`src/rtl/ltssm_pkg.sv`:
```
// Shared substate codes and sequencer state encoding
// for the receive-side LTSSM sequencer.
package ltssm_pkg;

  localparam logic [4:0] DETECT_QUIET            = 5'd0;
  localparam logic [4:0] DETECT_ACTIVE           = 5'd1;
  localparam logic [4:0] POLLING_ACTIVE          = 5'd2;
  localparam logic [4:0] POLLING_CONFIG          = 5'd3;
  localparam logic [4:0] CONFIG_LINKWIDTH_START  = 5'd4;
  localparam logic [4:0] CONFIG_LINKWIDTH_ACCEPT = 5'd5;
  localparam logic [4:0] CONFIG_LANENUM_WAIT     = 5'd6;
  localparam logic [4:0] CONFIG_LANENUM_ACCEPT   = 5'd7;
  localparam logic [4:0] CONFIG_COMPLETE         = 5'd8;
  localparam logic [4:0] CONFIG_IDLE             = 5'd9;
  localparam logic [4:0] RECOVERY_RCVRLOCK       = 5'd10;
  localparam logic [4:0] RECOVERY_SPEED          = 5'd11;
  localparam logic [4:0] RECOVERY_EQ             = 5'd12;
  localparam logic [4:0] RECOVERY_RCVRCFG        = 5'd13;
  localparam logic [4:0] RECOVERY_IDLE           = 5'd14;
  localparam logic [4:0] L0                      = 5'd15;
  localparam logic [4:0] SUBSTATE_MAX            = 5'd15;

  typedef enum logic [2:0] {
    IDLE,
    ENTER,
    WAIT,
    LINKUP,
    FAIL
  } seqState_t;

  function automatic logic isLegal(input logic [4:0] code);
    return code <= SUBSTATE_MAX;
  endfunction

endpackage

```
`src/rtl/ltssm_watchdog.sv`:
```
// Per-substate residency counter; expire is high on the
// last allowed cycle so the sequencer can leave on that edge.
module ltssm_watchdog #(
  parameter int WAIT_CYCLES = 4096
) (
  input  logic clk,
  input  logic reset,
  input  logic clear,
  input  logic enable,
  output logic expire
);

  localparam int CW = $clog2(WAIT_CYCLES + 1);
  localparam logic [CW-1:0] LAST = CW'(WAIT_CYCLES - 1);

  logic [CW-1:0] cnt;

  always_ff @(posedge clk or posedge reset) begin
    if (reset) begin
      cnt <= '0;
    end else if (clear) begin
      cnt <= '0;
    end else if (enable && cnt != LAST) begin
      cnt <= cnt + CW'(1);
    end
  end

  assign expire = enable && (cnt == LAST);

endmodule

```
`src/rtl/ltssm_rx_sequencer.sv`:
```
// Drives the Rx datapath substate, commits negotiated link
// parameters and guards against stuck or looping training.
module ltssm_rx_sequencer
  import ltssm_pkg::*;
#(
  parameter int WAIT_CYCLES = 4096,
  parameter int MAX_HOPS    = 64,
  parameter int CNT_W       = 8
) (
  input  logic             clk,
  input  logic             reset,
  input  logic             enable,
  input  logic             rx_finish,
  input  logic [4:0]       rx_exit_to,
  input  logic             rx_write_rate_id,
  input  logic             rx_write_link_number,
  input  logic [7:0]       rx_rate_id,
  input  logic [7:0]       rx_link_number,
  input  logic             rx_upcfg,
  output logic [4:0]       substate,
  output logic             rx_reset,
  output logic [7:0]       rate_id,
  output logic [7:0]       link_number,
  output logic             upconfigure_capability,
  output logic             link_up,
  output logic             busy,
  output logic             error,
  output logic [CNT_W-1:0] timeout_count
);

  localparam int HW = $clog2(MAX_HOPS + 1);
  localparam logic [HW-1:0] HOP_LIMIT = HW'(MAX_HOPS);

  seqState_t state;
  seqState_t nState;
  logic [4:0] nTarget;
  logic [HW-1:0] hops;
  logic [HW-1:0] nHops;
  logic [HW-1:0] hopsInc;
  logic wrRate;
  logic wrLink;
  logic toInc;
  logic legal;
  logic expire;

  ltssm_watchdog #(
    .WAIT_CYCLES(WAIT_CYCLES)
  ) uWatchdog (
    .clk   (clk),
    .reset (reset),
    .clear (state == ENTER),
    .enable(state == WAIT),
    .expire(expire)
  );

  assign legal   = isLegal(rx_exit_to);
  assign hopsInc = hops + HW'(1);

  always_comb begin
    nState  = state;
    nTarget = substate;
    nHops   = hops;
    wrRate  = 1'b0;
    wrLink  = 1'b0;
    toInc   = 1'b0;
    unique case (state)
      IDLE: begin
        nHops = '0;
        if (enable) begin
          nState  = ENTER;
          nTarget = DETECT_QUIET;
        end
      end
      ENTER: nState = WAIT;
      WAIT: begin
        if (rx_finish) begin
          if (!legal) begin
            nState = FAIL;
          end else begin
            wrRate = rx_write_rate_id;
            wrLink = rx_write_link_number;
            nHops  = hopsInc;
            if (rx_exit_to == L0) begin
              nState = LINKUP;
              nHops  = '0;
            end else if (hopsInc == HOP_LIMIT) begin
              nState = FAIL;
            end else begin
              nState  = ENTER;
              nTarget = rx_exit_to;
            end
          end
        end else if (expire) begin
          // finish on the expiry cycle takes the branch above
          toInc   = 1'b1;
          nState  = ENTER;
          nTarget = DETECT_QUIET;
        end
      end
      LINKUP: begin
        if (rx_finish && legal && rx_exit_to != L0) begin
          wrRate  = rx_write_rate_id;
          wrLink  = rx_write_link_number;
          nState  = ENTER;
          nTarget = rx_exit_to;
        end
      end
      FAIL: nState = FAIL;
      default: nState = IDLE;
    endcase
    if (!enable) begin
      nState = IDLE;
      wrRate = 1'b0;
      wrLink = 1'b0;
      toInc  = 1'b0;
    end
  end

  always_ff @(posedge clk or posedge reset) begin
    if (reset) begin
      state                  <= IDLE;
      hops                   <= '0;
      substate               <= DETECT_QUIET;
      rx_reset               <= 1'b1;
      rate_id                <= '0;
      link_number            <= '0;
      upconfigure_capability <= 1'b0;
      link_up                <= 1'b0;
      busy                   <= 1'b0;
      error                  <= 1'b0;
      timeout_count          <= '0;
    end else begin
      state    <= nState;
      hops     <= nHops;
      rx_reset <= nState inside {IDLE, ENTER, FAIL};
      link_up  <= nState == LINKUP;
      busy     <= nState inside {ENTER, WAIT};
      unique case (1'b1)
        nState == ENTER:  substate <= nTarget;
        nState == LINKUP: substate <= L0;
        nState == WAIT:   substate <= substate;
        default:          substate <= DETECT_QUIET;
      endcase
      // error is only ever set while heading into FAIL
      if (nState == FAIL) begin
        error <= 1'b1;
      end else if (nState == IDLE) begin
        error <= 1'b0;
      end
      if (wrRate) begin
        rate_id                <= rx_rate_id;
        upconfigure_capability <= rx_upcfg;
      end
      if (wrLink) begin
        link_number <= rx_link_number;
      end
      if (toInc && timeout_count != '1) begin
        timeout_count <= timeout_count + CNT_W'(1);
      end
    end
  end

endmodule
```
`config.mk`:
```
export PLATFORM = sky130hd
export DESIGN_NAME = ltssm_rx_sequencer
export DESIGN_NICKNAME = d
export VERILOG_FILES = /design/src/rtl/ltssm_pkg.sv /design/src/rtl/ltssm_watchdog.sv /design/src/rtl/ltssm_rx_sequencer.sv
export SDC_FILE = /design/constraint.sdc
export NUM_CORES = 1
export LEC_CHECK = 0
export BUFFER_PORTS_ARGS = -buffer_cell sky130_fd_sc_hd__clkbuf_2
export CAP_MARGIN = 30
export CORE_UTILIZATION = 58
export CTS_CLUSTER_SIZE = 24
export DETAILED_ROUTE_END_ITERATION = 10
export HOLD_SLACK_MARGIN = 0.06
export PLACE_DENSITY_LB_ADDON = 0.08
export SLEW_MARGIN = 20
export SYNTH_ARGS = -nofsm -noshare
export SYNTH_HDL_FRONTEND = slang
export SYNTH_SLANG_ARGS = --single-unit
```
`constraint.sdc`:
```
create_clock -name clk -period 4.9 [get_ports clk]
set_clock_uncertainty 0.2 [all_clocks]
set_input_delay 0.245 -clock clk [delete_from_list [all_inputs] [get_ports clk]]
set_output_delay 0.245 -clock clk [all_outputs]
set_load 0.005 [all_outputs]
```
==> results.md, run 1 <==
Status:
- The run finished with clean final reports.

Floorplan:
- The core region is between 4000 and 5000 um2.
- The horizontal die dimension is around 73 um.
- The starting density of the core is 0.609.
- The die is 72.6 um tall.
- During I/O placement, the number of pins put on the boundary was 62.
- In this run the core area contains 25 standard-cell rows.
- The floorplan step defined a die boundary enclosing ~5300 um2.

Clock network:
- The TritonCTS clock tree is done.
- The number of buffers created by CTS is 9.
- The number of H-tree levels is 3.
- The longest clock path from root to sink contains 2 buffers.
- The count of buffers added by post-CTS timing repair for setup is 0.
- Clock-pin slew was measured on the worst setup and hold paths at roughly 0.060 ns.
- Buffers inserted to repair hold after CTS numbered 23.
- The later pin in the worst-skew pair is clocked with a latency of 0.33 ns.
- For this design, the sink count on the clock tree is 57.
- The buffer cell driving the clock tree root is clkbuf_8.
- The total of cells resized after clock tree synthesis is 0.

Critical path:
- The number of buffer and inverter stages on the critical path is 2.
- The kind of launch point of the worst setup path is an input pin.
- The critical path ends at link_number[7].
- The total number of cells along the worst setup path is 7.
- Broken down by cell family, the worst path's largest delay share belongs to compound AO/OA/AOI/OAI gates.
- The kind of end point of the critical path is a flop.
- For the worst flop-to-flop path, the logic depth is 4.
- In this run the register-to-register setup slack is 1.88 ns.
- On the worst path, the slowest cell contributes a delay of between 0.9 and 1 ns.
- The highest fanout seen on the critical path is 8.
- The standard cell with the maximum stage delay on the critical path is a2111oi_0.
- STA puts the critical path data arrival time at 3.05 ns.
- The endpoint of the worst-slack reg-to-reg timing path is link_number[7].
- The critical path starts at rx_exit_to[1].
- The critical path required time is between 4 and 5 ns.
- The critical path goes through dlygate4sd3_1, clkbuf_2, nand4_1, nor2_1, a2111oi_0, nand2_1, mux2_1.
- The critical path in this run is classified as in -> reg.
- The startpoint identified for the worst register-to-register timing path is state[2].

STA:
- The top achievable clock speed is around 0.33 GHz.
- The final total negative setup slack is 0 ns.
- The setup violation total in the final timing report is 0.
- The share of the clock period used by the worst path is 0.620.
- The number of slew-limit violations in the final report is 0.
- Setup repair after global routing left no endpoint under its margin.
- The worst hold margin is 0.254 ns.
- The final count of hold timing violations is 0.
- For the pin with the worst max-slew slack, the measured transition is about 1.1 ns.
- The remaining max-slew budget at the tightest pin is 0.274.
- Subtracting the final worst setup slack from the clock period gives around 3.0 ns.

Power and ir drop:
- IR analysis of the VDD net gives a maximum drop of around 0.22 mV.
- The share of total power dissipated in combinational logic is 0.163.
- In this run the static leakage power is 1.74 nW.
- The internal power consumption is around 0.88 mW.
- The overall power is roughly 1.2 mW.
- Of the total power, the share spent switching nets is 0.257.
- Power spread over the standard cell area amounts to about 320 nW/um2.
- The net switching power is ~0.31 mW.
- Of the total power, registers draw 0.470.
- The portion of total power attributed to the clock network is 0.367.

Min path:
- The worst min-delay path class is in -> reg.
- The worst hold path begins at rx_exit_to[4].

Cells and area:
- The proportion of layout cells with a drive suffix above 1 is 0.281.
- The area growth from synthesis to layout is 26.7%.
- For this run, the post-layout net count is between 300 and 400.
- The post-route standard cell area excluding fillers is ~3700 um2.
- The finished layout holds 437 standard cells, fillers aside.
- The number of antenna diodes in the final layout is 0.

GRT:
- The remaining global-route overflow is 0.
- The initial antenna violation count came to 0.
- The global routing usage summed across all routing layers is 0.258.
- The first global-routing pass estimated ~10000 um of wire.
- The number of global-route vias before repair was roughly 2300.
- Entering global routing, the biggest net connects slightly below 60 pins.

Yosys:
- By area the synthesized netlist is led by dfrtp_1 48%, mux2_2 5.1%, nor2_1 3.6%, xnor2_1 3.6%, nand2_1 2.7%.
- The area share of the largest cell type after synthesis is 0.484.
- Among all flip-flop cells after synthesis, the most frequent one is dfrtp_1.
- The mapped netlist covers 2890 um2.
- Synthesis produced a netlist with a net count of 308.
- The synthesized design spends more area on one cell type than any other, namely dfrtp_1.
- Yosys printed 0 warnings.
- The most frequent cell after synthesis is dfrtp_1.
- By count the netlist is led by 56 x dfrtp_1, 28 x nor2_1, 21 x nand2_1.
- The number of synthesized register bits is 57.
- The synthesized design contains 0 enable-type register cells.
- The share of synthesized registers carrying an async set or reset is 1.00.
- Of the total synthesized cell area, the portion taken by AND, OR, NAND and NOR gates is 0.191.
- Dividing the synthesized area by the synthesized cell count gives about 10 um2.
- Counting every instance in the synthesized netlist gives ~280.
- Of the total synthesized cell area, the portion taken by XOR and XNOR cells is 0.0575.
- The count of unique library cells instantiated by Yosys is 53.
- The dominant combinational cell family by area after synthesis is simple AND/OR/NAND/NOR gates.
- The compound-cell area share of the yosys netlist was 0.132.
- The sequential cell area fraction in the yosys report is 0.493.
- Of the total synthesized cell area, the portion taken by full adders, half adders and majority gates is 0.0173.
- Measured against the total synthesized area, the mux share comes to 0.0735.

Placed design:
- The number of instances in the placed design is around 400.
- During placement, the flow inserted port buffers numbering a little over 60.
- In this run the cell area measured after placement is 3240 um2.
- Summed over all nets, the half-perimeter wirelength after detailed placement is between 4000 and 5000 um.
- The global placement routability congestion is roughly 0.88.

Detailed routing:
- The routed length on met1 is roughly 2900 um.
- The total length of routed wires is about 6200 um.
- The remaining antenna violation count is 0.
- The overall via count from detail_route is roughly 2400.
- After detailed routing, the average wire length per cell comes to roughly 14 um.
- The first routing iteration left 150 violations.
- Detailed routing placed a total of ~3000 um of wire on met2.
- The per-cell via count in the routed design is 5.57.
- The number of remaining DRC errors is 0.
- For this run, the detailed router's first-pass iteration total came to 5.
- The highest routed metal layer is met4.
- The routed design uses around 220 um of met3 wire.

Job:
- The total of max-cap violations is 0.
## worst min path at each step
stage | to | depth (start not counted) | slack (ns)
final | hops[2] | 5 | 0.25
after global routing | link_number[4] | 3 | 0.29
after CTS | hops[5] | 5 | 0.23
after detailed placement | link_number[0] | 2 | 0.26
after global placement | link_number[2] | 2 | 0.26
after floorplan | link_number[0] | 1 | 0.18
## layout make-up
type | instances | area, um2
clock buffers | 12 | 155
clock inverters | 3 | 40.0
fillers | 348 | 1090
inverters | 10 | 37.5
multi-input cells | 201 | 1370
flip-flops and latches | 57 | 1430
well taps | 67 | 83.8
repair buffers | 87 | 558
## through the flow
stage	setup slack [ns]	utilization
3_5_place_dp	1.95	0.682
5_1_grt	1.79	0.771
2_1_floorplan	2.35	-
3_3_place_gp	2.05	0.682
6_report	1.86	0.771
4_1_cts	1.94	0.771
## metal layers
| metal | GRT usage | vias up |
|---|---|---|
| met5 | 0 | - |
| li1 | - | 1185 |
| met4 | 0.120 | 0 |
| met2 | 0.399 | 65 |
| met3 | 0.0608 | 10 |
| met1 | 0.345 | 1172 |
## cells by family (layout without fill, tap and decap cells)
kind of cell,Yosys count,after routing
and+or+nand+nor,103,103
DFF,57,57
AOI/OAI and AO/OA,56,56
xor gates and xnor gates,19,19
muxes,19,19
adders and majority gates,4,4
buffers and inverters,18,112
## power by group through the flow
stage | logic (mW) | registers, mW | clock network, mW
after floorplan | 0.0979 | 0.564 | 0
after global placement | 0.172 | 0.563 | 0
after detailed placement | 0.178 | 0.565 | 0
after CTS | 0.194 | 0.557 | 0.447
after global routing | 0.218 | 0.564 | 0.466
final | 0.194 | 0.558 | 0.436
## flip-flops by register name (all words and copies together) (netlist names), 3 cells and up
| register | flops |
|---|---|
| uWatchdog.cnt | 13 |
| link_number | 8 |
| rate_id | 8 |
| timeout_count | 8 |
| hops | 7 |
| substate | 5 |
| state | 3 |
## worst register-to-register path, stage by stage, from the launching register on
cell	delay, ns
dfrtp_1	0.50
or2b_2	0.38
a2111oi_0	0.93
nand2_1	0.45
mux2_1	0.43
## layout by cell type (no fill, tap or decap), types with 11 or more instances in the layout
cell type       n
o21ai_0        15
a21oi_1        11
nor2_1         28
xnor2_1        12
nand2_1        21
mux2_2         13
clkbuf_2       61
clkbuf_8       11
dlygate4sd3_1  23
dfrtp_1        56
(Power assumes the default switching activity.)
==> inputs of run 2 (changes only) <==
--- a/config.mk
+++ b/config.mk
@@ -7,7 +7,7 @@
 export LEC_CHECK = 0
 export BUFFER_PORTS_ARGS = -buffer_cell sky130_fd_sc_hd__clkbuf_2
 export CAP_MARGIN = 30
-export CORE_UTILIZATION = 58
+export CORE_UTILIZATION = 54
 export CTS_CLUSTER_SIZE = 24
 export DETAILED_ROUTE_END_ITERATION = 10
 export HOLD_SLACK_MARGIN = 0.06
==> constraint.sdc (replaced) <==
create_clock -name clk -period 2.9 [get_ports clk]
set_clock_uncertainty 0.2 [all_clocks]
set_input_delay 0.145 -clock clk [delete_from_list [all_inputs] [get_ports clk]]
set_output_delay 0.145 -clock clk [all_outputs]
set_load 0.005 [all_outputs]
==> run 2 against run 1 <==
  * Worst hold slack lost 0.094 ns
  * Register-to-register slack got worse by 1.7 ns
  * Largest cell class unchanged
  * Clock power increased by 86%
  * Clock-buffer cell count shrank 3
  * Global-route usage shrank 1.4 points
  * Utilization decreased by 4.7 points
  * Cell count grew 1.8%
  * Via count is 1.4% lower
  * Critical path type is now reg -> reg
  * Largest power group unchanged
  * Critical path depth unchanged
  * Sequential power grew 68%
  * Non-clock buffer count increased by 4
==> results.md, run 2 (synthesis results as in run 1) <==
Placed design:
- The wire-length estimate of the detail-placed layout is ~4300 um.
- In this run the tool buffered the top-level ports with 61 buffer cells.
- The global placement routability congestion is approximately 0.84.

Cells and area:
- The proportion of layout cells with a drive suffix above 1 is 0.293.
- The number of antenna diodes in the final layout is 0.
- In the layout the commonest cells are 61 x clkbuf_2, 56 x dfrtp_1, 28 x nor2_1.
- The commonest non-fill, non-tap cell in the layout is clkbuf_2.
- The number of flip-flops in the largest register is 13.
- Relative to the synthesized area, the layout overhead comes to 28.7%.
- The post-layout net count is around 400.
- Ranked by flip-flop count, first place goes to uWatchdog.cnt.

Detailed routing:
- The number of remaining DRC errors is 0.
- Before antenna repair, the detailed router went through 4 iterations.
- The routed design has ~6400 um of wire.
- After the first detailed-routing iteration, the DRC count stood at roughly 140.
- In the final routed layout, each cell accounts on average for roughly 14 um.
- The detailed router placed around 2400 vias in this run.
- The per-cell via count in the routed design is 5.39.
- Once detail routing completed, the nets flagged for antenna violations numbered 0.

Critical path:
- The worst setup path is captured at a flop.
- Counting cells, the worst reg-to-reg path comes to 7.
- The largest individual stage delay along the critical path comes from the cell or4_4.
- The worst setup path is of the reg -> reg kind.
- Of all nets on the critical path, the largest fanout is 8.
- Walking the worst path, the cells encountered are ha_1, xnor2_1, or4_4, a2111oi_4, buf_4, o21ai_0, a22o_1.
- The longest individual stage delay on the worst path is between 0.5 and 0.6 ns.
- The total number of cells along the worst setup path is 7.
- STA puts the critical path data required time at around 2.9 ns.
- The worst setup path is launched from a flop.
- The number of buffer and inverter stages on the critical path is 1.
- The category of cells accounting for the largest share of critical-path delay is compound AO/OA/AOI/OAI gates.
- The arrival time of the worst setup path is approximately 2.7 ns.

Clock network:
- The number of sinks on the clock net is 57.
- For the worst-skew pair, the clock arrives at the later sink with an insertion delay of ~0.33 ns.
- The number of buffers created by CTS is 9.
- The number of H-tree levels is 3.
- The buffer cell driving the clock tree root is clkbuf_8.
- The TritonCTS clock tree is done.
- After clock tree synthesis, the repair step resized 0 gates.
- The maximum clock insertion buffer count is 2.
- The clock-pin slew reported for the worst setup and hold paths after clock tree synthesis is roughly 0.07 ns.

STA:
- The top achievable clock speed is 0.370 GHz.
- Setup violations remaining at the end of the flow were counted as 0.
- The worst hold margin is between 0.15 and 0.2 ns.
- The worst-margin pin slew is between 0.6 and 0.7 ns.
- The worst path needs around 2.7 ns of the cycle, external delays included.
- The share of the clock period used by the worst path is 0.931.
- Setup total negative slack on the finished layout was measured at 0 ns.
- The number of slew-limit violations in the final report is 0.
- In this run the tightest slew margin relative to its limit is 0.560.
- Setup repair after global routing left no endpoint under its margin.
- The final count of hold timing violations came to 0.

GRT:
- The remaining global-route overflow is 0.
- The first global-routing pass estimated ~10000 um of wire.
- The global routing usage summed across all routing layers is 0.243.
- The initial antenna violation count is 0.
- The number of global-route vias before repair is around 2300.
- The pin count of the biggest net entering global routing is 33.

Floorplan:
- The count of boundary I/O pins is 62.
- In this run the core area contains 26 standard-cell rows.
- The die covers ~5700 um2.
- The total area inside the core boundary comes to between 5000 and 6000 um2.
- The starting density of the core is 0.563.
- The floorplan step set the die height to roughly 75 um.
- The die is 75.2 um wide.

Power and ir drop:
- The power density over cell area is ~560 nW/um2.
- The highest ir drop seen on vdd is roughly 0.37 mV.
- The leakage power of the design is 1.77 nW.

Min path:
- The worst min-delay path class is in -> reg.
- Along the worst hold path, the cell count comes to 3.

Status:
- The flow ran to the end, and the final reports show no timing, DRC or antenna violations.

Job:
- The tool flagged a number of max-cap violations equal to 0.
run 2: cell count changes in the layout (fill, tap and decap cells not counted), sizes merged:
cell / change
clkbuf: -3
buf: +4
clkinvlp: +1
clkinv: +2
bufinv: +1
run 2: through the flow:
step | setup WS, ns | cells | total power [mW] | instance area (um2) | util
finish | 0.201 | 445 | 2.08 | 3720 | 0.725
global route | 0.0772 | 445 | 2.18 | 3720 | 0.725
CTS | 0.111 | 444 | 2.10 | 3720 | 0.723
detailed placement | 0.115 | 405 | 1.26 | 3270 | 0.636
global placement | 0.202 | 405 | 1.25 | 3270 | 0.636
floorplan | 0.349 | 276 | 1.12 | 2890 | -
run 2: where the power goes:
part	switching, mW	leakage [nW]	total [mW]	internal, mW
clock network	0.327	0.109	0.810	0.483
logic	0.159	0.899	0.332	0.173
registers	0.0558	0.763	0.939	0.884
run 2: worst min-delay path, cell delays in order:
cell,delay [ns]
clkbuf_2,0.08
nand2_1,0.25
mux2_1,0.19
run 2: worst paths after layout:
kind	start	to	slack (ns)
max	hops[0]	substate[0]	0.20
min	rx_write_link_number	link_number[3]	0.16
max reg2reg	hops[0]	substate[0]	0.20
min reg2reg	link_number[0]	link_number[0]	0.29
max in group asynchronous	reset	substate[0]	1.46
min in group asynchronous	reset	rate_id[5]	0.21
run 2: routing by layer:
layer,GRT usage,share of wire,vias up
met5,0,0,-
met4,0.103,0.0081,0
met3,0.0643,0.056,4
met2,0.400,0.48,80
met1,0.305,0.46,1132
li1,-,-,1183
run 2: layout make-up:
class,instances,area [um2]
clock buffers,9,124
fillers,388,1420
well taps,70,87.6
repair buffers,91,588
flip-flops and latches,57,1430
multi-input cells,201,1370
clock inverters,7,95.1
inverters,10,37.5
run 2: timing repair:
item	4_1_cts	5_1_grt
endpoints found under the hold margin	50	0
endpoints found under the setup margin	0	2
hold buffers	23	0
buffers inserted	0	1
